`src/rtl/stream_mux_rr.sv`:
```
// rtl/stream_mux_rr.sv - N-channel valid/ready stream mux with fixed or round-robin select and registered output
module stream_mux_rr #(
    parameter int WIDTH    = 8,
    parameter int CHANNELS = 4,
    parameter int SEL_W    = $clog2(CHANNELS)
) (
    input  logic                      clk,
    input  logic                      rst,
    input  logic                      mode_rr,
    input  logic [SEL_W-1:0]          sel,
    input  logic [CHANNELS*WIDTH-1:0] in_data,
    input  logic [CHANNELS-1:0]       in_valid,
    output logic [CHANNELS-1:0]       in_ready,
    output logic [WIDTH-1:0]          out_data,
    output logic [SEL_W-1:0]          out_chan,
    output logic                      out_valid,
    input  logic                      out_ready
);

    localparam logic [SEL_W-1:0] PTR_RST = SEL_W'(CHANNELS - 1);

    logic [SEL_W-1:0] ptr;
    logic [SEL_W-1:0] grant;
    logic [SEL_W-1:0] hi_idx;
    logic [SEL_W-1:0] lo_idx;
    logic             hi_found;
    logic             lo_found;
    logic             grant_valid;
    logic             load_en;
    logic [WIDTH-1:0] grant_data;

    assign load_en = !out_valid || out_ready;

    always_comb begin
        hi_found    = 1'b0;
        lo_found    = 1'b0;
        hi_idx      = '0;
        lo_idx      = '0;
        grant_valid = 1'b0;
        grant       = '0;
        grant_data  = '0;
        in_ready    = '0;

        // Circular scan from ptr+1: lowest requester above ptr wins, else lowest at or below ptr.
        for (int i = CHANNELS - 1; i >= 0; i--) begin
            if (in_valid[i]) begin
                if (SEL_W'(i) > ptr) begin
                    hi_found = 1'b1;
                    hi_idx   = SEL_W'(i);
                end else begin
                    lo_found = 1'b1;
                    lo_idx   = SEL_W'(i);
                end
            end
        end

        if (mode_rr) begin
            if (hi_found) begin
                grant_valid = 1'b1;
                grant       = hi_idx;
            end else if (lo_found) begin
                grant_valid = 1'b1;
                grant       = lo_idx;
            end
        end else begin
            // Out-of-range sel matches no channel and therefore never grants.
            for (int i = 0; i < CHANNELS; i++) begin
                if (sel == SEL_W'(i) && in_valid[i]) begin
                    grant_valid = 1'b1;
                    grant       = sel;
                end
            end
        end

        for (int i = 0; i < CHANNELS; i++) begin
            if (grant == SEL_W'(i)) begin
                grant_data = in_data[i*WIDTH +: WIDTH];
            end
            in_ready[i] = !rst && load_en && grant_valid && (grant == SEL_W'(i));
        end
    end

    always_ff @(posedge clk or posedge rst) begin
        if (rst) begin
            out_valid <= 1'b0;
            out_data  <= '0;
            out_chan  <= '0;
            ptr       <= PTR_RST;
        end else if (load_en) begin
            if (grant_valid) begin
                out_data  <= grant_data;
                out_chan  <= grant;
                out_valid <= 1'b1;
                if (mode_rr) begin
                    ptr <= grant;
                end
            end else begin
                out_valid <= 1'b0;
            end
        end
    end

endmodule

```
`config.mk`:
```
export PLATFORM = sky130hd
export DESIGN_NAME = stream_mux_rr
export DESIGN_NICKNAME = d
export VERILOG_FILES = /design/src/rtl/stream_mux_rr.sv
export SDC_FILE = /design/constraint.sdc
export NUM_CORES = 1
export LEC_CHECK = 0
export BUFFER_PORTS_ARGS = -buffer_cell sky130_fd_sc_hd__buf_2
export CAP_MARGIN = 20
export CORE_ASPECT_RATIO = 1.4
export CORE_MARGIN = 5
export CORE_UTILIZATION = 24
export CTS_BUF_LIST = sky130_fd_sc_hd__clkbuf_16
export CTS_CLUSTER_DIAMETER = 150
export DETAILED_ROUTE_END_ITERATION = 8
export PLACE_DENSITY = 0.55
export SETUP_SLACK_MARGIN = 0.4
export SYNTH_ARGS = -nofsm -noshare
export SYNTH_HDL_FRONTEND = slang
export SYNTH_SLANG_ARGS = --single-unit
```
`constraint.sdc`:
```
create_clock -name clk -period 3 [get_ports clk]
set_input_delay 0 -clock clk [delete_from_list [all_inputs] [get_ports clk]]
set_output_delay 0 -clock clk [all_outputs]
set_load 0.005 [all_outputs]
```
==> impl_metrics.sql <==
INSERT INTO impl_metrics (metric_group, metric, value, unit) VALUES
('status', 'outcome', 'finished clean', ''),
('synthesis', 'synth_nets', '135', ''),
('power', 'p_leak', '0.6957', 'nW'),
('setup_path', 'cp_num_buf_inv', '0', ''),
('cells_and_area', 'fill_cell_count', '384', ''),
('synthesis', 'synth.yosys.warnings', '0', ''),
('synthesis', 'synth_area_per_cell', '9.862', 'um2'),
('power', 'peakVddDrop', '0.2567', 'mV'),
('grt', 'grt_pass1_wl', '4588', 'um'),
('setup_path', 'r2r-start', 'ptr[1]', ''),
('floorplanning', 'floorplan.die.width', '62.25', 'um'),
('synthesis', 'mappedNetlistArea', '917.1', 'um2'),
('floorplanning', 'fp.dieArea', '5175', 'um2'),
('setup_path', 'timing.critical_path.to_type', 'flip-flop', ''),
('setup_path', 'crit_path_max_incr_delay', '0.57', 'ns'),
('grt', 'grt-ovfl-total', '0', ''),
('cts', 'ctsHtreeMaxLevel', '1', ''),
('sta', 'tightest_slew', '0.5927', 'ns'),
('floorplanning', 'start_util', '24.95', '%'),
('grt', 'grt_start_max_net_pins', '22', ''),
('setup_path', 'critical_path.reg2reg.endpoint', 'out_data[3]', ''),
('cts', 'cts_hold_repair.buffers', '1', ''),
('setup_path', 'rr_worst_depth', '5', ''),
('cts', 'path_clk_slew', '0.04', 'ns'),
('cts', 'root_buffer', 'clkbuf_16', ''),
('setup_path', 'worstPathArrival', '2.21', 'ns'),
('sta', 'clock-skew-final', '0.003388', 'ns'),
('cells_and_area', 'antenna_cells', '0', ''),
('sta', 'rsz0062_at_grt', 'false', ''),
('sta', 'slew_headroom', '60.36', '%'),
('routing', 'route.detailed.vias_per_inst', '4.870', ''),
('worst_hold_path', 'min-delay-start', 'in_data[28]', ''),
('cells_and_area', 'layout.area.seq', '327.8', 'um2'),
('synthesis', 'yosys_register_bits', '13', ''),
('routing', 'drt-initial-drc-count', '45', ''),
('place', 'post-dp-hpwl', '2234', 'um'),
('power', 'power_per_cell_area', '570.0', 'nW/um2'),
('setup_path', 'worstPathMaxFanout', '9', ''),
('worst_hold_path', 'timing.hold.worst_path_depth', '3', ''),
('sta', 'crit_share_post_route', '70.93', '%'),
('floorplanning', 'die_y', '83.15', 'um'),
('place', 'place.port_buffers', '56', ''),
('synthesis', 'netlist.area_leader.share', '30.01', '%'),
('routing', 'post_drt_wl_per_cell', '14.05', 'um'),
('synthesis', 'ys.flop_type', 'dfrtp_1', ''),
('grt', 'grt.total_usage', '10.56', '%'),
('cells_and_area', 'design.final.nets', '193', ''),
('synthesis', 'post_synth_inst_count', '93', ''),
('cells_and_area', 'drive_above_1_share', '46.67', '%'),
('setup_path', 'worst-r2r-setup-slack', '0.87', 'ns'),
('synthesis', 'synth.area.top_cells', 'dfrtp_1 30%, mux2i_1 19%, o221ai_1 6.7%, dfstp_2 5.7%, nand2_1 5.3%', ''),
('synthesis', 'yosys.cell_types.count', '32', ''),
('grt', 'grt_pass1_vias', '1017', ''),
('routing', 'drc', '0', ''),
('sta', 'final_hold_violation_count', '0', ''),
('cts', 'clock_sink_count', '13', ''),
('place', 'globalplace.congestion', '0.7778', ''),
('cts', 'cts-root-to-sink-buffers', '2', ''),
('cts', 'cts_inserted_buffers', '3', ''),
('setup_path', 'worst-setup-path-type', 'reg -> reg', ''),
('setup_path', 'critical_path_s_top_delay_family', 'compound AO/OA/AOI/OAI gates', ''),
('setup_path', 'critical_path.startpoint_type', 'flip-flop', ''),
('synthesis', 'ys_async_sr_fraction', '100.0', '%'),
('routing', 'firstDrtPassIters', '4', ''),
('sta', 'post-route-worst-setup-slack', '0.8721', 'ns'),
('routing', 'finalWirelength', '2697', 'um'),
('floorplanning', 'rows', '26', ''),
('cts', 'worstSkewPairLatency', '0.24', 'ns'),
('job', 'maxCapViolCount', '0', ''),
('grt', 'initial_antenna_violation_count', '0', ''),
('synthesis', 'synth_edf_count', '0', '');
==> how the worst max path moves through the flow <==
stage,startpoint,endpoint,depth (start not counted)
floorplan,ptr[1],out_data[0],6
detailed placement,ptr[1],out_data[3],5
finish,ptr[1],out_data[3],5
global placement,ptr[1],out_data[7],5
CTS,ptr[1],out_data[3],5
global route,ptr[1],out_data[3],5
==> through the flow <==
step                      util (%)  power [mW]  std cells  area (um2)  hold WS, ns
after CTS                    36.04      0.7687        192        1325      0.09127
after floorplan                  -      0.4158         93       917.1      -0.1245
final                        36.04      0.7553        192        1325      0.08727
after detailed placement     33.63      0.5226        187        1236      0.09097
after global routing         36.04      0.8142        192        1325       0.1065
after global placement       33.63      0.5143        187        1236      0.08665
==> where the power goes <==
group	switching, mW	internal [mW]
Clock	0.0652	0.175
Sequential	0.0303	0.228
Combinational	0.126	0.131
Total	0.222	0.533
==> routing by layer <==
metal	wire (um)	up-vias	global-route usage, %	part of all wire [%]
met5	0	-	0	0
met4	40	0	3.748	1.5
met3	197	7	3.919	7.3
met2	1431	38	18.30	53
met1	1028	422	11.53	38
li1	-	468	-	-
==> final cells by class <==
class | count | area share (%)
clock inverter | 1 | 0.2833
tap | 42 | 3.966
clock buffer | 3 | 5.666
multi-input combinational | 71 | 41.45
inverter | 3 | 0.8499
sequential | 13 | 24.74
timing repair buffer | 59 | 23.04
==> placed cells by master (no fill, tap or decap), drive strengths merged, types with 2 or more instances in the layout <==
master  netlist  final
nor4          2      2
or2           3      3
nand2        13     13
nor2          2      2
dfrtp        11     11
nand2b        3      3
nor4b         3      3
o221ai        8      8
buf           5     58
a31oi         2      2
o21ai         3      3
mux2i        17     17
dfstp         2      2
clkbuf        1      3
a211o         2      2
inv           3      4
==> sequential cells by signal, indices dropped and copies added, names as in the netlist <==
register,flops
out_data,8
out_chan,2
ptr,2
out_valid,1
==> cells in the mapped netlist, drive strengths merged (2+ instances only) <==
cell type  instances
nand2             13
buf                5
o221ai             8
a211o              2
nand2b             3
a31oi              2
or2                3
mux2i             17
nor4b              3
nor4               2
nor2               2
o21ai              3
inv                3
dfrtp             11
dfstp              2
==> cells by family (layout without fill, tap and decap cells) <==
family / Yosys count / in the layout / synth area share, %
DFF: 13 / 13 / 35.74
buffers and inverters: 9 / 66 / 5.047
and+or+nand+nor: 31 / 31 / 18.97
muxes: 18 / 18 / 20.19
AOI/OAI and AO/OA: 22 / 22 / 20.05
==> worst reg2reg max path: stages (launching register included) <==
cell and delay [ns]:
dfstp_2 0.57, mux2i_1 0.08, a211o_1 0.31, o32ai_1 0.31, or2_0 0.53, o221ai_1 0.18
(Power assumes the default switching activity.)
